--- src/rtl/prv_trap_ctrl_if.sv ---
// Trap controller bus: event inputs from the pipeline, redirect outputs back.
// Master drives events; slave (the controller) drives redirect and CSR values.
interface prv_trap_ctrl_if #(
    parameter int NUM_EXT = 4
);
    logic [9:0]         exc;
    logic               ret;
    logic               pipe_clear;
    logic [31:0]        curr_epc;
    logic               timer_int;
    logic               soft_int;
    logic [NUM_EXT-1:0] ext_int;
    logic               mie_global;
    logic [31:0]        mtvec;
    logic [31:0]        npc;
    logic               insert_pc;
    logic               intr;
    logic [31:0]        mepc;
    logic [31:0]        mcause;
    logic [NUM_EXT-1:0] ext_claim;

    modport master (
        output exc, ret, pipe_clear, curr_epc, timer_int, soft_int,
        output ext_int, mie_global, mtvec,
        input  npc, insert_pc, intr, mepc, mcause, ext_claim
    );

    modport slave (
        input  exc, ret, pipe_clear, curr_epc, timer_int, soft_int,
        input  ext_int, mie_global, mtvec,
        output npc, insert_pc, intr, mepc, mcause, ext_claim
    );
endinterface

--- src/rtl/prv_trap_ctrl.sv ---
// Trap/interrupt controller: IDLE -> DRAIN -> REDIRECT sequencing of traps and mret.
// Define PRV_VECTORED_TRAP_EN for vectored interrupt targets (mtvec base + 4*code).
module prv_trap_ctrl #(
    parameter int NUM_EXT = 4
) (
    input logic            CLK,
    input logic            nRST,
    prv_trap_ctrl_if.slave bus
);

    typedef enum logic [1:0] {IDLE, DRAIN, REDIR} state_t;

    state_t             state, state_d;
    logic [NUM_EXT-1:0] ext_prev, pending, rise, take, claim_now;
    logic               exc_any, irq_any, go;
    logic [4:0]         exc_code, irq_code, code_sel;
    logic               ev_intr, ev_ret, ev_intr_d, ev_ret_d;
    logic [31:0]        base, tgt;
    logic [31:0]        npc_d, mepc_d, mcause_d;
    logic               insert_d, intr_d;
    logic [NUM_EXT-1:0] claim_d;
    logic               unused_bits;

    assign unused_bits = ^{bus.exc[0], bus.mtvec[1:0]};
    assign base        = {bus.mtvec[31:2], 2'b00};
    assign rise        = bus.ext_int & ~ext_prev;
    assign exc_any     = |bus.exc[9:1];
    assign irq_any     = bus.mie_global &
                         ((|pending) | bus.soft_int | bus.timer_int);
    assign go          = exc_any | bus.ret | irq_any;
    assign claim_now   = (state == IDLE && !exc_any && bus.mie_global)
                         ? take : '0;

    // Fixed-priority cause selection for exceptions and interrupts.
    always_comb begin
        exc_code = 5'd0;
        if      (bus.exc[8]) exc_code = 5'd3;
        else if (bus.exc[1]) exc_code = 5'd1;
        else if (bus.exc[2]) exc_code = 5'd0;
        else if (bus.exc[3]) exc_code = 5'd2;
        else if (bus.exc[9]) exc_code = 5'd11;
        else if (bus.exc[7]) exc_code = 5'd6;
        else if (bus.exc[6]) exc_code = 5'd7;
        else if (bus.exc[5]) exc_code = 5'd4;
        else if (bus.exc[4]) exc_code = 5'd5;
        take     = '0;
        irq_code = 5'd0;
        if (|pending) begin
            for (int i = NUM_EXT - 1; i >= 0; i--) begin
                if (pending[i]) begin
                    take     = '0;
                    take[i]  = 1'b1;
                    irq_code = 5'd16 + 5'(i);
                end
            end
        end else if (bus.soft_int) begin
            irq_code = 5'd3;
        end else if (bus.timer_int) begin
            irq_code = 5'd7;
        end
        code_sel = exc_any ? exc_code : irq_code;
    end

    // Trap target; mepc is only used for mret.
    always_comb begin
`ifdef PRV_VECTORED_TRAP_EN
        tgt = base + (ev_intr ? {25'd0, bus.mcause[4:0], 2'b00} : 32'd0);
`else
        tgt = base;
`endif
    end

    // State register.
    always_ff @(posedge CLK or negedge nRST) begin
        if (!nRST) state <= IDLE;
        else       state <= state_d;
    end

    // Next-state logic.
    always_comb begin
        state_d = state;
        unique case (state)
            IDLE:    if (go) state_d = DRAIN;
            DRAIN:   if (bus.pipe_clear) state_d = REDIR;
            REDIR:   state_d = IDLE;
            default: state_d = IDLE;
        endcase
    end

    // Next values of the registered outputs and the event latch.
    always_comb begin
        npc_d     = bus.npc;
        mepc_d    = bus.mepc;
        mcause_d  = bus.mcause;
        insert_d  = 1'b0;
        intr_d    = 1'b0;
        claim_d   = '0;
        ev_intr_d = ev_intr;
        ev_ret_d  = ev_ret;
        if (state == IDLE && go) begin
            ev_ret_d  = !exc_any && !irq_any;
            ev_intr_d = !exc_any && irq_any;
            claim_d   = claim_now;
            if (!ev_ret_d) begin
                mepc_d   = bus.curr_epc;
                mcause_d = {ev_intr_d, 26'd0, code_sel};
            end
        end
        if (state == DRAIN && bus.pipe_clear) begin
            insert_d = 1'b1;
            intr_d   = ev_intr;
            npc_d    = ev_ret ? bus.mepc : tgt;
        end
    end

    // Output and event registers.
    always_ff @(posedge CLK or negedge nRST) begin
        if (!nRST) begin
            bus.npc       <= '0;
            bus.insert_pc <= 1'b0;
            bus.intr      <= 1'b0;
            bus.mepc      <= '0;
            bus.mcause    <= '0;
            bus.ext_claim <= '0;
            ev_intr       <= 1'b0;
            ev_ret        <= 1'b0;
        end else begin
            bus.npc       <= npc_d;
            bus.insert_pc <= insert_d;
            bus.intr      <= intr_d;
            bus.mepc      <= mepc_d;
            bus.mcause    <= mcause_d;
            bus.ext_claim <= claim_d;
            ev_intr       <= ev_intr_d;
            ev_ret        <= ev_ret_d;
        end
    end

    // Sticky external pending; a new edge wins over a simultaneous claim.
    always_ff @(posedge CLK or negedge nRST) begin
        if (!nRST) begin
            ext_prev <= '0;
            pending  <= '0;
        end else begin
            ext_prev <= bus.ext_int;
            pending  <= (pending & ~claim_now) | rise;
        end
    end

endmodule

--- src/flat_wrapper.sv ---
// flat-port wrapper written by rule: the top's interface ports become plain ports
module prv_trap_ctrl_flat 
#(
    parameter int NUM_EXT = 4
)
  (CLK, nRST, bus_exc, bus_ret, bus_pipe_clear, bus_curr_epc, bus_timer_int, bus_soft_int, bus_ext_int, bus_mie_global, bus_mtvec, bus_npc, bus_insert_pc, bus_intr, bus_mepc, bus_mcause, bus_ext_claim);
  prv_trap_ctrl_if #(.NUM_EXT(NUM_EXT)) bus_i ();
  input logic CLK;
  input logic nRST;
  input wire logic [$bits(bus_i.exc)-1:0] bus_exc;
  input wire logic [$bits(bus_i.ret)-1:0] bus_ret;
  input wire logic [$bits(bus_i.pipe_clear)-1:0] bus_pipe_clear;
  input wire logic [$bits(bus_i.curr_epc)-1:0] bus_curr_epc;
  input wire logic [$bits(bus_i.timer_int)-1:0] bus_timer_int;
  input wire logic [$bits(bus_i.soft_int)-1:0] bus_soft_int;
  input wire logic [$bits(bus_i.ext_int)-1:0] bus_ext_int;
  input wire logic [$bits(bus_i.mie_global)-1:0] bus_mie_global;
  input wire logic [$bits(bus_i.mtvec)-1:0] bus_mtvec;
  output wire logic [$bits(bus_i.npc)-1:0] bus_npc;
  output wire logic [$bits(bus_i.insert_pc)-1:0] bus_insert_pc;
  output wire logic [$bits(bus_i.intr)-1:0] bus_intr;
  output wire logic [$bits(bus_i.mepc)-1:0] bus_mepc;
  output wire logic [$bits(bus_i.mcause)-1:0] bus_mcause;
  output wire logic [$bits(bus_i.ext_claim)-1:0] bus_ext_claim;
  assign bus_i.exc = bus_exc;
  assign bus_i.ret = bus_ret;
  assign bus_i.pipe_clear = bus_pipe_clear;
  assign bus_i.curr_epc = bus_curr_epc;
  assign bus_i.timer_int = bus_timer_int;
  assign bus_i.soft_int = bus_soft_int;
  assign bus_i.ext_int = bus_ext_int;
  assign bus_i.mie_global = bus_mie_global;
  assign bus_i.mtvec = bus_mtvec;
  assign bus_npc = bus_i.npc;
  assign bus_insert_pc = bus_i.insert_pc;
  assign bus_intr = bus_i.intr;
  assign bus_mepc = bus_i.mepc;
  assign bus_mcause = bus_i.mcause;
  assign bus_ext_claim = bus_i.ext_claim;
  prv_trap_ctrl #(.NUM_EXT(NUM_EXT)) u_core (.CLK(CLK), .nRST(nRST), .bus(bus_i));
endmodule
--- config.mk ---
export PLATFORM = sky130hd
export DESIGN_NAME = prv_trap_ctrl_flat
export DESIGN_NICKNAME = d
export VERILOG_FILES = /design/src/rtl/prv_trap_ctrl_if.sv /design/src/rtl/prv_trap_ctrl.sv /design/src/flat_wrapper.sv
export SDC_FILE = /design/constraint.sdc
export NUM_CORES = 1
export LEC_CHECK = 0
export BUFFER_PORTS_ARGS = -buffer_cell sky130_fd_sc_hd__buf_2
export CORE_ASPECT_RATIO = 1.75
export CORE_MARGIN = 5
export CORE_UTILIZATION = 50
export DETAILED_ROUTE_END_ITERATION = 7
export GPL_ROUTABILITY_DRIVEN = 1
export PLACE_DENSITY_LB_ADDON = 0.1
export SETUP_SLACK_MARGIN = 0.02
export SLEW_MARGIN = 40
export SYNTH_ARGS = -nofsm -noshare
export SYNTH_HDL_FRONTEND = slang
export SYNTH_SLANG_ARGS = --single-unit
--- constraint.sdc ---
create_clock -name CLK -period 3 [get_ports CLK]
set_input_delay 0.9 -clock CLK [delete_from_list [all_inputs] [get_ports CLK]]
set_output_delay 0.9 -clock CLK [all_outputs]
set_load 0.005 [all_outputs]
==> out/metrics.yaml <==
status: "complete, no violations"
rsz0062_at_grt: "false"
async_flop_share_pct: 100
core_area_um2: 7570
grt_overflow: 0
ff2ff_path_depth: 5
path_clk_slew_ns: 0.06
synth_cells: 326
power_frac_seq_pct: 46.0
crit_cells: 6
grt_max_degree: 46
cpPeakStageDelay_ns: 0.43
slew_viol_final: 0
setup_total_negative_slack_ns: 0
final_cell_area_um2: 4940
post_cts_buffers: 0
drive_above_1_share_pct: 45.2
cts_buffers: 9
drc: 0
hold_viol: 0
root_buffer: "clkbuf_16"
yosysSeqAreaShare_pct: 56.8
grt_pass1_vias: 3117
gp_congestion: 0.841
syn_area_per_cell_um2: 11.9
htree_levels: 3
critical_path_class: "in2reg"
cp_cell_sequence: "buf_2 > nor4_2 > nand3_2 > o21a_2 > buf_4 > mux2_4"
r2r_slack_ns: 1.08
slowest_stage: "nor4_2"
diodes: 0
wl_per_cell_um: 15.8
syn_area_um2: 3880
dr.pass1.iters: 4
yosys_warnings: 0
die_x_um: 76.6
max_slew_margin_pct: 59.7
vias: 2866
switching_share_pct: 29.6
fillers: 637
worst_slew_pin_slew_ns: 0.605
cpLargestDelayFamily: "simple AND/OR/NAND/NOR gates"
synth_edf_count: 0
synth_seq_cells: 88
whs_path_depth: 1
utilization_pct: 65.3
routed_wl_mm: 9.11
fin_worst_skew_ns: 0.00669
die_y_um: 126
cp-end-kind: "flop"
irDropWorstVdd_mv: 0.440
power-per-cell-area_nw_per_um2: 799
synth-main-ff-cell: "dfrtp_1"
max_clock_freq_mhz: 446
cts.repair.resized: 0
worst-path-buf-inv: 2
min_period_ns: 2.24
p_clk_share_pct: 27.4
grt_usage_pct: 19.4
start_kind: "primary input"
finalSetupViolations: 0
ioPinCount: 187
port_buffers: 157
maxCapViolCount: 0
syn_to_final_growth_pct: 27.6
holdBufCountCts: 0
intPower_uw: 2780
cts.sinks: 88
dieArea_um2: 9680
grt_pass1_wl_mm: 15.0
nets: 568
cp_data_required_time_ns: 3.21
crit_arrival_ns: 2.45
antenna_found_initial: 0
vias_per_cell: 4.98
dpl_cell_area_um2: 4660
switchingPower_uw: 1170
clkLatencyLatePin_ns: 0.33
cts_tree: "done"
initial_core_util_pct: 51.2
crit_fanout: 19
power_uw: 3950
post-route-period-util_pct: 74.7
leakage_uw: 0.00256
hp-class: "reg2reg"
num_rows: 42
p_comb_share_pct: 26.6
synth_cell_types: 36
hpwlAfterDp_mm: 6.87
clock_path_buffers: 2
drt_iter0_markers: 121
ant_nets: 0
==> power by group through the flow <==
stage                     Combinational, µW  Clock (µW)  Sequential, µW
after floorplan                         576           0            1790
after global placement                 1050           0            1810
after detailed placement               1080           0            1840
after CTS                              1080        1110            1820
after global routing                   1180        1170            1870
final                                  1050        1090            1820
==> state kept, by name, indices dropped and copies added, names as in the netlist <==
signal,count
u_core.ev_ret,1
u_core.ev_intr,1
u_core.state,2
u_core.bus.mepc,32
u_core.bus.npc,32
u_core.pending,4
u_core.bus.ext_claim,4
u_core.ext_prev,4
u_core.bus.intr,1
u_core.bus.insert_pc,1
u_core.bus.mcause,6
==> synth_stat cells (all sizes together) (2+ instances only) <==
master | instances | share of area, %
a21oi | 4 | 0.52
buf | 34 | 6.3
clkbuf | 8 | 0.77
dfrtp | 88 | 57
inv | 12 | 1.2
mux2 | 35 | 11
mux2i | 30 | 7.7
nand2 | 37 | 3.6
nand3 | 4 | 0.65
nor2 | 10 | 0.97
nor3b | 4 | 0.77
nor4 | 3 | 1.4
o21ai | 37 | 4.8
o41ai | 3 | 0.68
or3 | 2 | 0.32
==> per-layer routing <==
metal / up-vias / part of all wire (%) / routed length, µm / GRT usage, %
met2: 123 / 51 / 4640 / 32.9
met5: - / 0 / 0 / 0
li1: 1374 / - / - / -
met3: 25 / 8.2 / 750 / 5.89
met1: 1344 / 37 / 3390 / 21.4
met4: 0 / 3.6 / 327 / 10.9
==> stage by stage <==
step | hold slack, ns | worst slack, ns | std cells
after floorplan | 0.400 | 0.685 | 351
after global placement | 0.408 | 0.428 | 560
after detailed placement | 0.423 | 0.416 | 560
after CTS | 0.430 | 0.759 | 575
after global routing | 0.438 | 0.704 | 575
final | 0.427 | 0.760 | 575
==> path summary, 6_finish.rpt <==
kind,start,endpoint
worst min-delay path,u_core.ext_prev[3]$_DFF_PN0_,u_core.pending[3]$_DFF_PN0_
worst max register to register,u_core.pending[0]$_DFF_PN0_,u_core.bus.mepc[30]$_DFFE_PN0P_
max in group asynchronous,nRST,u_core.bus.mepc[12]$_DFFE_PN0P_
worst max-delay path,bus_exc[4],u_core.bus.mepc[30]$_DFFE_PN0P_
worst min register to register,u_core.ext_prev[3]$_DFF_PN0_,u_core.pending[3]$_DFF_PN0_
min in group asynchronous,nRST,u_core.bus.npc[27]$_DFFE_PN0P_
==> logic make-up after synthesis <==
family | count (synthesis) | synth area share (%)
flops | 88 | 56.8
simple gates | 66 | 8.75
mux | 65 | 18.5
buf+inv | 54 | 8.23
compound gates | 52 | 7.62
other cells | 1 | 0.0967
==> area by class of cell <==
class,instances,area (µm²),share of cell area (%)
Clock inverter,4,45.0,0.911
Multi-Input combinational cell,209,1450,29.3
Timing Repair Buffer,163,846,17.1
Inverter,12,45.0,0.911
Clock buffer,11,243,4.91
Tap cell,88,110,2.23
Sequential cell,88,2210,44.6
==> cells in the final DEF, fill, tap and decap left out, types with 2 or more instances in the layout <==
cell type / synthesis / final
mux2i_1: 30 / 30
or3_1: 2 / 2
inv_1: 12 / 12
o41ai_1: 3 / 3
nand2_1: 37 / 37
dfrtp_1: 88 / 87
nand3_1: 3 / 3
nor4_4: 2 / 2
clkinv_2: 0 / 3
mux2_2: 29 / 29
o21ai_0: 37 / 37
a21oi_1: 4 / 4
nor2_1: 10 / 10
clkbuf_16: 0 / 9
nor3b_1: 4 / 4
mux2_4: 6 / 6
buf_2: 3 / 156
conb_1: 1 / 26
buf_4: 26 / 6
No activity file was read; power rests on OpenSTA's default activity.
